===== config.mk =====
export PLATFORM = sky130hd
export DESIGN_NAME = float_add_pipe_flat
export DESIGN_NICKNAME = d
export VERILOG_FILES = /design/src/rtl/float_add_pipe_if.sv /design/src/rtl/float_add_pipe.sv /design/src/flat_wrapper.sv
export SDC_FILE = /design/constraint.sdc
export NUM_CORES = 1
export LEC_CHECK = 0
export CAP_MARGIN = 20
export CORE_ASPECT_RATIO = 1.2
export CORE_MARGIN = 3
export CORE_UTILIZATION = 50
export DETAILED_ROUTE_END_ITERATION = 7
export DONT_BUFFER_PORTS = 1
export PLACE_DENSITY = 0.68
export SETUP_SLACK_MARGIN = 0.02
export SLEW_MARGIN = 25
export SYNTH_ARGS = -nofsm -noshare
export SYNTH_HDL_FRONTEND = slang
export SYNTH_SLANG_ARGS = --single-unit

===== constraint.sdc =====
create_clock -name clk_i -period 12 [get_ports clk_i]
set_input_delay 2.4 -clock clk_i [delete_from_list [all_inputs] [get_ports clk_i]]
set_output_delay 2.4 -clock clk_i [all_outputs]
set_load 0.01 [all_outputs]

===== src/rtl/float_add_pipe_if.sv =====
// Operand/result handshake bundle for float_add_pipe; W = 1+EXP_W+MAN_W.
// status_o is only present when FADD_STATUS_EN is defined.
interface float_add_pipe_if #(
    parameter int W = 12
);
    logic         valid_i;
    logic         ready_o;
    logic [W-1:0] data_1_i;
    logic [W-1:0] data_2_i;
    logic         add_en_i;
    logic         sub_i;
    logic         relu_en_i;
    logic         valid_o;
    logic         ready_i;
    logic [W-1:0] data_sum_o;
`ifdef FADD_STATUS_EN
    logic [2:0]   status_o;

    modport master (
        output valid_i, data_1_i, data_2_i, add_en_i, sub_i, relu_en_i, ready_i,
        input  ready_o, valid_o, data_sum_o, status_o
    );
    modport slave (
        input  valid_i, data_1_i, data_2_i, add_en_i, sub_i, relu_en_i, ready_i,
        output ready_o, valid_o, data_sum_o, status_o
    );
`else
    modport master (
        output valid_i, data_1_i, data_2_i, add_en_i, sub_i, relu_en_i, ready_i,
        input  ready_o, valid_o, data_sum_o
    );
    modport slave (
        input  valid_i, data_1_i, data_2_i, add_en_i, sub_i, relu_en_i, ready_i,
        output ready_o, valid_o, data_sum_o
    );
`endif
endinterface


===== src/rtl/float_add_pipe.sv =====
// Pipelined float add/sub (hidden 1, exp==0 is zero, ties-away rounding, saturation, ReLU); FADD_STATUS_EN adds status_o.
// Latency 5 cycles from operand accept to result valid, throughput one operation per cycle.
// Backpressure: the whole pipe stalls together while a result is held (valid_o & ~ready_i); ready_o mirrors advance.
module float_add_pipe #(
    parameter int EXP_W = 5,
    parameter int MAN_W = 6
) (
    input  logic            clk_i,
    input  logic            rst_n_i,
    float_add_pipe_if.slave bus
);
    localparam int W  = 1 + EXP_W + MAN_W;
    localparam int FW = MAN_W + 1;
    localparam int XW = MAN_W + 4;
    localparam int SW = MAN_W + 5;
    localparam int DW = EXP_W + 1;
    localparam int EW = EXP_W + 2;
    localparam int PW = $clog2(SW);
    localparam logic        [DW-1:0] SHIFT_MAX = DW'(MAN_W + 2);
    localparam logic signed [EW-1:0] EXP_TOP   = EW'((1 << EXP_W) - 1);
    localparam logic signed [EW-1:0] EXP_MIN   = EW'(1);
    localparam logic signed [EW-1:0] EXP_OFS   = EW'(MAN_W + 3);

    logic         adv;
    logic         s1_vld, s2_vld, s3_vld, s4_vld, out_vld;
    logic [W-1:0] out_dat;

    assign adv            = ~out_vld | bus.ready_i;
    assign bus.ready_o    = adv;
    assign bus.valid_o    = out_vld;
    assign bus.data_sum_o = out_dat;

    // S1: unpack; a disabled B becomes +0, zero operands lose their hidden bit
    logic [W-1:0]     b_word;
    logic [EXP_W-1:0] ea, eb;
    logic [FW-1:0]    fa, fb;
    logic [DW-1:0]    ediff;

    always_comb begin
        b_word = bus.add_en_i ? bus.data_2_i : '0;
        ea     = bus.data_1_i[W-2:MAN_W];
        eb     = b_word[W-2:MAN_W];
        fa     = (ea == '0) ? '0 : {1'b1, bus.data_1_i[MAN_W-1:0]};
        fb     = (eb == '0) ? '0 : {1'b1, b_word[MAN_W-1:0]};
        ediff  = (ea >= eb) ? (DW'(ea) - DW'(eb)) : (DW'(eb) - DW'(ea));
    end

    logic             s1_sa, s1_sb, s1_exp_gt, s1_exp_eq, s1_relu;
    logic [FW-1:0]    s1_fa, s1_fb;
    logic [EXP_W-1:0] s1_emax;
    logic [DW-1:0]    s1_diff;

    // S2: magnitude order, align the smaller operand
    logic          a_ge, eff_sub, sticky;
    logic [FW-1:0] big_f, small_f;
    logic [XW-1:0] sh_hi, sh_lo, small_x;

    always_comb begin
        a_ge           = s1_exp_gt | (s1_exp_eq & (s1_fa >= s1_fb));
        eff_sub        = s1_sa ^ s1_sb;
        big_f          = a_ge ? s1_fa : s1_fb;
        small_f        = a_ge ? s1_fb : s1_fa;
        {sh_hi, sh_lo} = {small_f, 3'b000, {XW{1'b0}}} >> s1_diff;
        sticky         = |sh_lo;
        if (s1_diff > SHIFT_MAX) begin
            sh_hi  = '0;
            sticky = |small_f;
        end
        // Sticky only matters when subtracting: it pulls a false tie below the half-LSB
        small_x = sh_hi | {{(XW-1){1'b0}}, eff_sub & sticky};
    end

    logic             s2_sub, s2_sgn, s2_relu;
    logic [XW-1:0]    s2_big, s2_small;
    logic [EXP_W-1:0] s2_emax;

    // S3: add or larger-minus-smaller
    logic [SW-1:0] sum;

    always_comb begin
        sum = s2_sub ? ({1'b0, s2_big} - {1'b0, s2_small})
                     : ({1'b0, s2_big} + {1'b0, s2_small});
    end

    logic             s3_zero, s3_sgn, s3_relu;
    logic [SW-1:0]    s3_sum;
    logic [EXP_W-1:0] s3_emax;

    // S4: leading-one detect, normalise so the leading one lands in the top bit
    logic [PW-1:0]        lod_pos, lsh;
    logic [MAN_W+1:0]     norm_hi;
    logic signed [EW-1:0] exp_adj;

    always_comb begin
        lod_pos = '0;
        for (int i = 0; i < SW; i++) begin
            if (s3_sum[i]) lod_pos = PW'(i);
        end
        lsh     = PW'(SW - 1) - lod_pos;
        norm_hi = (MAN_W+2)'((s3_sum << lsh) >> 3);
        exp_adj = EW'(s3_emax) + EW'(lod_pos) - EXP_OFS;
    end

    logic                 s4_zero, s4_sgn, s4_relu;
    logic [MAN_W+1:0]     s4_norm;
    logic signed [EW-1:0] s4_exp;

    // S5: round half away from zero, then saturate / flush / ReLU
    logic [MAN_W+1:0]     rnd;
    logic                 carry, ovf, unf, kill;
    logic [MAN_W-1:0]     man_r;
    logic signed [EW-1:0] exp_r;
    logic [W-1:0]         res;

    always_comb begin
        rnd   = {1'b0, s4_norm[MAN_W+1:1]} + (MAN_W+2)'(s4_norm[0]);
        carry = rnd[MAN_W+1];
        man_r = carry ? rnd[MAN_W:1] : rnd[MAN_W-1:0];
        exp_r = s4_exp + EW'(carry);
        ovf   = ~s4_zero & (exp_r > EXP_TOP);
        unf   = ~s4_zero & (exp_r < EXP_MIN);
        kill  = s4_relu & s4_sgn;
        if (s4_zero | unf | kill)
            res = '0;
        else if (ovf)
            res = {s4_sgn, {(W-1){1'b1}}};
        else
            res = {s4_sgn, exp_r[EXP_W-1:0], man_r};
    end

`ifdef FADD_STATUS_EN
    logic [2:0] status_q;
    assign bus.status_o = status_q;
`endif

    always_ff @(posedge clk_i or negedge rst_n_i) begin
        if (!rst_n_i) begin
            s1_vld  <= 1'b0;
            s2_vld  <= 1'b0;
            s3_vld  <= 1'b0;
            s4_vld  <= 1'b0;
            out_vld <= 1'b0;
            out_dat <= '0;
`ifdef FADD_STATUS_EN
            status_q <= '0;
`endif
        end else if (adv) begin
            s1_vld  <= bus.valid_i;
            s2_vld  <= s1_vld;
            s3_vld  <= s2_vld;
            s4_vld  <= s3_vld;
            out_vld <= s4_vld;
            if (s4_vld) begin
                out_dat <= res;
`ifdef FADD_STATUS_EN
                status_q <= {ovf & ~kill, unf, res == '0};
`endif
            end
        end
    end

    // Datapath registers carry no reset; the valid chain qualifies them
    always_ff @(posedge clk_i) begin
        if (adv) begin
            s1_sa     <= bus.data_1_i[W-1];
            s1_sb     <= b_word[W-1] ^ bus.sub_i;
            s1_fa     <= fa;
            s1_fb     <= fb;
            s1_emax   <= (ea >= eb) ? ea : eb;
            s1_exp_gt <= ea > eb;
            s1_exp_eq <= ea == eb;
            s1_diff   <= ediff;
            s1_relu   <= bus.relu_en_i;

            s2_sub    <= eff_sub;
            s2_sgn    <= a_ge ? s1_sa : s1_sb;
            s2_big    <= {big_f, 3'b000};
            s2_small  <= small_x;
            s2_emax   <= s1_emax;
            s2_relu   <= s1_relu;

            s3_sum    <= sum;
            s3_zero   <= sum == '0;
            s3_sgn    <= s2_sgn & (sum != '0);
            s3_emax   <= s2_emax;
            s3_relu   <= s2_relu;

            s4_norm   <= norm_hi;
            s4_exp    <= exp_adj;
            s4_zero   <= s3_zero;
            s4_sgn    <= s3_sgn;
            s4_relu   <= s3_relu;
        end
    end
endmodule


===== src/flat_wrapper.sv =====
// flat-port wrapper written by rule: the top's interface ports become plain ports
module float_add_pipe_flat 
#(
    parameter int EXP_W = 5,
    parameter int MAN_W = 6
)
  (clk_i, rst_n_i, bus_valid_i, bus_data_1_i, bus_data_2_i, bus_add_en_i, bus_sub_i, bus_relu_en_i, bus_ready_i, bus_ready_o, bus_valid_o, bus_data_sum_o);
  float_add_pipe_if #(.W((1 + EXP_W + MAN_W))) bus_i ();
  input  logic clk_i;
  input  logic rst_n_i;
  input wire logic [$bits(bus_i.valid_i)-1:0] bus_valid_i;
  input wire logic [$bits(bus_i.data_1_i)-1:0] bus_data_1_i;
  input wire logic [$bits(bus_i.data_2_i)-1:0] bus_data_2_i;
  input wire logic [$bits(bus_i.add_en_i)-1:0] bus_add_en_i;
  input wire logic [$bits(bus_i.sub_i)-1:0] bus_sub_i;
  input wire logic [$bits(bus_i.relu_en_i)-1:0] bus_relu_en_i;
  input wire logic [$bits(bus_i.ready_i)-1:0] bus_ready_i;
  output wire logic [$bits(bus_i.ready_o)-1:0] bus_ready_o;
  output wire logic [$bits(bus_i.valid_o)-1:0] bus_valid_o;
  output wire logic [$bits(bus_i.data_sum_o)-1:0] bus_data_sum_o;
  assign bus_i.valid_i = bus_valid_i;
  assign bus_i.data_1_i = bus_data_1_i;
  assign bus_i.data_2_i = bus_data_2_i;
  assign bus_i.add_en_i = bus_add_en_i;
  assign bus_i.sub_i = bus_sub_i;
  assign bus_i.relu_en_i = bus_relu_en_i;
  assign bus_i.ready_i = bus_ready_i;
  assign bus_ready_o = bus_i.ready_o;
  assign bus_valid_o = bus_i.valid_o;
  assign bus_data_sum_o = bus_i.data_sum_o;
  float_add_pipe #(.EXP_W(EXP_W), .MAN_W(MAN_W)) u_core (.clk_i(clk_i), .rst_n_i(rst_n_i), .bus(bus_i));
endmodule

==> results of run 1 <==
cell usage in the layout (no fill, tap or decap), drive strengths merged, types with 8 or more instances in the layout:
cell,synthesis,layout
mux2i,9,9
clkbuf,15,9
mux2,10,10
mux4,8,8
a31oi,10,10
nor2b,12,12
o21ai,41,41
nand2,55,55
nand2b,10,10
a21oi,41,41
nor2,45,45
nand3,15,15
and2,8,8
dfrtp,17,17
nor4,9,9
xor2,10,10
inv,52,54
ha,42,42
a21o,14,14
nor3,19,19
xnor2,14,14
edfxtp,92,92
where the power goes:
| group | switching (mW) | total, mW | internal [mW] |
|---|---|---|---|
| Clock | 0.136 | 0.299 | 0.163 |
| Combinational | 0.517 | 0.911 | 0.394 |
| Sequential | 0.131 | 0.759 | 0.627 |
| Total | 0.784 | 1.97 | 1.18 |
state kept, by name, indices dropped and copies added, names as in the netlist, 7 cells and up:
signal and flops:
u_core.s2_small 10, u_core.s4_norm 8, u_core.s1_fb 7, u_core.s4_exp 7, u_core.s3_sum 11, u_core.bus.data_sum_o 12
u_core.s2_big 7, u_core.s1_fa 7
worst register-to-register path, delay by kind of cell (launching register included):
family | cells | cell delay (ns)
buf+inv | 1 | 0.16
flops | 1 | 0.45
simple gates | 2 | 0.26
xor+xnor | 1 | 0.38
fa+ha+maj | 2 | 0.65
compound gates | 8 | 1.47
layout make-up:
cell class	instances	area [µm²]
clock inverter	7	73.8
timing repair buffer	1	7.51
tap	164	205
clock buffer	9	225
inverter	52	195
fill	1125	5760
multi-input combinational	458	3300
sequential	109	3190
per-layer routing:
| metal | up-vias | track usage, % | part of all wire (%) |
|---|---|---|---|
| met2 | 121 | 34.5 | 55 |
| met4 | 0 | 10.5 | 3.5 |
| met3 | 39 | 2.82 | 3.3 |
| li1 | 2343 | - | - |
| met5 | - | 0 | 0 |
| met1 | 2329 | 18.4 | 38 |
worst min-delay path by stage:
stage / start / to / slack [ns] / cells after the start
3_5_place_dp: u_core.s1_emax[0]$_DFFE_PN_ / u_core.s2_emax[0]$_DFFE_PN_ / 0.40 / 0
2_1_floorplan: u_core.s1_emax[0]$_DFFE_PN_ / u_core.s2_emax[0]$_DFFE_PN_ / 0.40 / 0
3_3_place_gp: u_core.s2_emax[4]$_DFFE_PN_ / u_core.s3_emax[4]$_DFFE_PN_ / 0.40 / 0
5_1_grt: u_core.s1_emax[3]$_DFFE_PN_ / u_core.s2_emax[3]$_DFFE_PN_ / 0.43 / 0
6_report: u_core.s1_emax[0]$_DFFE_PN_ / u_core.s2_emax[0]$_DFFE_PN_ / 0.42 / 0
4_1_cts: u_core.s1_emax[0]$_DFFE_PN_ / u_core.s2_emax[0]$_DFFE_PN_ / 0.42 / 0
cells by family after synthesis:
logic type / Yosys count / share of synthesized area (%)
AOI/OAI and AO/OA: 163 / 16.0
and+or+nand+nor: 198 / 14.7
DFF: 109 / 47.1
buffers and inverters: 74 / 4.36
muxes: 27 / 5.77
adders and majority gates: 46 / 8.95
xor gates and xnor gates: 24 / 3.11
stage by stage:
step	setup slack, ns	instances	utilization, %
6_report	6.80	800	55.5
5_1_grt	6.76	800	55.5
2_1_floorplan	4.37	641	-
3_3_place_gp	6.79	784	53.2
4_1_cts	6.79	800	55.5
3_5_place_dp	6.79	784	53.2
==> impl_metrics.py, run 1 <==
metrics = {
    "clock_tree": {
        "cts_sinks": 109,
        "cts_buffers": 9,
        "cts_tree": "done",
        "htree_levels": 3,
        "cts_root_buf": "clkbuf_16",
        "clock_latency_ns": 0.36,
        "post_cts_buffers": 0,
        "path_clk_slew_ns": 0.07,
        "post_cts_resized": 0,
        "hold_buffers": 0,
        "clk_path_buf_depth": 2,
    },
    "synthesis": {
        "syn_inst": 641,
        "synth_area_leader_cell": "edfxtp_1",
        "synth_commonest_cells": "edfxtp_1 (92), nand2_1 (55), inv_1 (52)",
        "syn_nets": 718,
        "synth_edf_count": 92,
        "synth_top_cell_area_share_pct": 40.8,
        "synthTopCellsByArea": "edfxtp_1 (41%), ha_1 (7.8%), dfrtp_1 (6.3%), nand2_1 (3.1%), a21oi_1 (3.0%)",
        "ys_types": 79,
        "yosysWarnings": 0,
        "synthArstFlopShare_pct": 15.6,
        "synthFlopType": "edfxtp_1",
        "syn_avg_cell_area_um2": 10.6,
        "synth-seq-cells": 109,
        "syn_area_mm2": 0.00677,
        "ys_seq_area_share_pct": 47.1,
        "post-synth-top-count-cell": "edfxtp_1",
    },
    "critical_path": {
        "worstPathArrival_ns": 2.80,
        "r2r_cells": 14,
        "rr_startpoint": "u_core.s3_sum[2]$_DFFE_PN_",
        "startpoint": "bus_ready_i",
        "cpMaxStageDelayCell": "nand2b_4",
        "critPathKind": "input pin to output pin",
        "cp-start-kind": "input pin",
        "path_depth": 1,
        "reg2reg_setup_slack_ns": 8.49,
        "endpoint_kind": "output pin",
        "r2r_end": "u_core.s4_exp[5]$_DFFE_PN_",
        "worst-path-buf-inv": 0,
        "cpPeakStageDelay_ns": 0.39,
        "path_delay_family": "simple AND/OR/NAND/NOR gates",
        "cp.required_ns": 9.60,
        "endpoint": "bus_ready_o",
        "path_cells": "nand2b_4",
        "cp_max_fo": 32,
    },
    "sta": {
        "finalSetupViolCount": 0,
        "post-route-min-period_ns": 5.20,
        "skew_ns": 0.00735,
        "worstMarginPinSlew_ns": 0.881,
        "rsz0062_at_grt": "false",
        "slew_viol_final": 0,
        "hold_violations": 0,
        "max_freq_mhz": 192,
        "relSlewSlack_pct": 40.9,
        "finalSetupTns_ns": 0,
        "fin_crit_sh_pct": 43.3,
        "hold_slack_ns": 0.422,
    },
    "placed_design": {
        "hpwl_um": 10100,
        "place.gp.congestion": 0.926,
        "port_buffers": 0,
        "postPlaceCellArea_mm2": 0.00689,
    },
    "floorplan": {
        "core_region_area_mm2": 0.0129,
        "num_rows": 45,
        "start_util_pct": 52.3,
        "io_pins": 45,
        "die_area_mm2": 0.0150,
        "fp.dieH_um": 133,
        "dieWidth_um": 112,
    },
    "drt": {
        "avgViaCountPerCell": 6.04,
        "drc_errors": 0,
        "antenna_left": 0,
        "drtIter0Drc": 238,
        "firstDrtPassIters": 4,
        "wl_per_cell_um": 16.6,
        "wl_um": 13200,
        "dr_total_vias": 4832,
    },
    "global_route": {
        "gr-total-overflow": 0,
        "grt_first_pass_wirelength_um": 21800,
        "grt_usage_pct": 18.1,
        "grt_pass1_vias": 4783,
        "grt_start_max_net_pins": 69,
        "antenna_found_initial": 0,
    },
    "power_and_ir_drop": {
        "leakagePower_nw": 2.91,
        "vdd_drop_max_mv": 0.160,
        "total_power_mw": 1.97,
        "powerDensity_mw_per_mm2": 274,
    },
    "status": {
        "status": "complete, no violations",
    },
    "cells_and_area": {
        "drive_gt1_share_pct": 8.02,
        "finalNetCount": 708,
        "fin_area_mm2": 0.00719,
        "syn_to_final_growth_pct": 6.25,
        "insertedDiodeCount": 0,
    },
    "min_path": {
        "hold_path.class": "flop to flop",
    },
    "run": {
        "maxCapViolCount": 0,
    },
}
(Power assumes the default switching activity.)
==> run 2: changes to the inputs <==
Clock period 12 ns to 5.1 ns, I/O delays scaled along.
==> impl_metrics.py, run 2 (synthesized netlist as in run 1, its figures left out) <==
metrics = {
    "power_and_ir_drop": {
        "powerDensity_mw_per_mm2": 638,
        "leakagePower_nw": 2.90,
        "total_power_mw": 4.57,
        "vdd_drop_max_mv": 0.335,
    },
    "critical_path": {
        "critPathKind": "input pin to flop",
        "endpoint_kind": "flop",
        "cp_max_fo": 17,
        "cp.required_ns": 5.20,
        "worstPathArrival_ns": 3.39,
        "cp-start-kind": "input pin",
    },
    "sta": {
        "rsz0062_at_grt": "false",
        "worstMarginPinSlew_ns": 0.900,
        "slew_viol_final": 0,
        "finalSetupViolCount": 0,
        "fin_crit_sh_pct": 64.7,
        "post-route-min-period_ns": 3.30,
        "skew_ns": 0.00717,
        "hold_violations": 0,
        "max_freq_mhz": 303,
        "finalSetupTns_ns": 0,
        "relSlewSlack_pct": 40.0,
    },
    "clock_tree": {
        "cts_tree": "done",
        "cts_buffers": 9,
        "path_clk_slew_ns": 0.07,
        "clock_latency_ns": 0.35,
        "cts_root_buf": "clkbuf_16",
        "htree_levels": 3,
        "clk_path_buf_depth": 2,
        "post_cts_resized": 0,
        "post_cts_buffers": 0,
        "cts_sinks": 109,
        "hold_buffers": 0,
    },
    "floorplan": {
        "start_util_pct": 52.3,
        "io_pins": 45,
        "fp.dieH_um": 133,
        "dieWidth_um": 112,
        "core_region_area_mm2": 0.0129,
        "num_rows": 45,
        "die_area_mm2": 0.0150,
    },
    "cells_and_area": {
        "multi_input_area_mm2": 0.00329,
        "layout_common_cells": "edfxtp_1 (92), nand2_1 (55), inv_1 (52)",
        "final_util_pct": 55.3,
        "drive_gt1_share_pct": 7.54,
        "layout_commonest_cell": "edfxtp_1",
        "fill_cells": 1126,
        "largest_reg_flops": 12,
        "area.sequential_mm2": 0.00319,
        "insertedDiodeCount": 0,
        "instances_no_fill": 801,
        "syn_to_final_growth_pct": 5.82,
        "finalNetCount": 709,
    },
    "placed_design": {
        "place.gp.congestion": 0.896,
        "hpwl_um": 9910,
        "dp_cells": 785,
        "port_buffers": 0,
    },
    "global_route": {
        "antenna_found_initial": 0,
        "met3_usage_pct": 3.86,
        "busiest_layer": "met2",
        "gr-total-overflow": 0,
        "grt_pass1_vias": 4810,
        "grt_first_pass_wirelength_um": 22300,
        "grt_use_met2_pct": 34.8,
        "grt_usage_pct": 18.3,
        "use_met1_pct": 19.0,
        "grt_start_max_net_pins": 75,
    },
    "drt": {
        "drc_errors": 0,
        "wl_um": 13100,
        "wl_per_cell_um": 16.3,
        "antenna_left": 0,
        "firstDrtPassIters": 7,
        "dr_total_vias": 4747,
        "drtIter0Drc": 287,
        "avgViaCountPerCell": 5.93,
    },
    "run": {
        "maxCapViolCount": 0,
    },
    "min_path": {
        "hold_path.class": "input pin to async pin",
    },
    "status": {
        "status": "complete, no violations",
    },
}
==> run 2: path summary, 6_finish.rpt <==
path                                        startpoint                              endpoint  slack (ns)  cells past startpoint
min in group clk_i         u_core.s1_emax[3]$_DFFE_PN_           u_core.s2_emax[3]$_DFFE_PN_        0.42                      0
max reg2reg                 u_core.s3_sum[2]$_DFFE_PN_            u_core.s4_exp[5]$_DFFE_PN_        1.83                     14
min reg2reg                u_core.s1_emax[3]$_DFFE_PN_           u_core.s2_emax[3]$_DFFE_PN_        0.42                      0
max in group asynchronous                      rst_n_i             u_core.s1_vld$_DFFE_PN0N_        4.66                      0
min                                            rst_n_i  u_core.bus.data_sum_o[4]$_DFFE_PN0P_        0.36                      0
max                                       bus_add_en_i           u_core.s1_diff[3]$_DFFE_PN_        1.80                     11
==> run 2: cell type report <==
type | instances | area share (%)
timing repair buffer | 2 | 0.210
inverter | 52 | 2.73
multi-input combinational | 458 | 46.0
clock buffer | 10 | 3.20
tap | 164 | 2.87
clock inverter | 6 | 0.524
sequential | 109 | 44.5
==> run 2: critical path: stages <==
cell	delay, ns
nand2_1	0.12
inv_1	0.06
ha_1	0.20
fa_1	0.39
o21bai_1	0.16
a21o_1	0.15
a211o_1	0.50
mux2_2	0.39
a21oi_1	0.12
o21ai_0	0.14
xnor2_1	0.16
==> run 2: where the power goes <==
part	leakage, nW	switching (mW)	internal [mW]	total, mW
Clock	0.128	0.308	0.331	0.639
Sequential	1.16	0.305	1.48	1.78
Combinational	1.61	1.21	0.934	2.15
Total	2.90	1.83	2.74	4.57
==> run 2: through the flow <==
stage                     hold WS, ns  area, µm²  setup WS (ns)
after global placement          0.402       6900           1.46
after CTS                       0.345       7160           1.83
after detailed placement        0.405       6900           1.45
final                           0.357       7160           1.80
after global routing            0.335       7160           1.62
after floorplan                 0.400       6770           1.67
==> run 2: metal layers <==
metal | share of wire, % | up-vias
li1 | - | 2345
met1 | 38 | 2264
met2 | 55 | 106
met3 | 3.4 | 32
met4 | 3.1 | 0
met5 | 0 | -
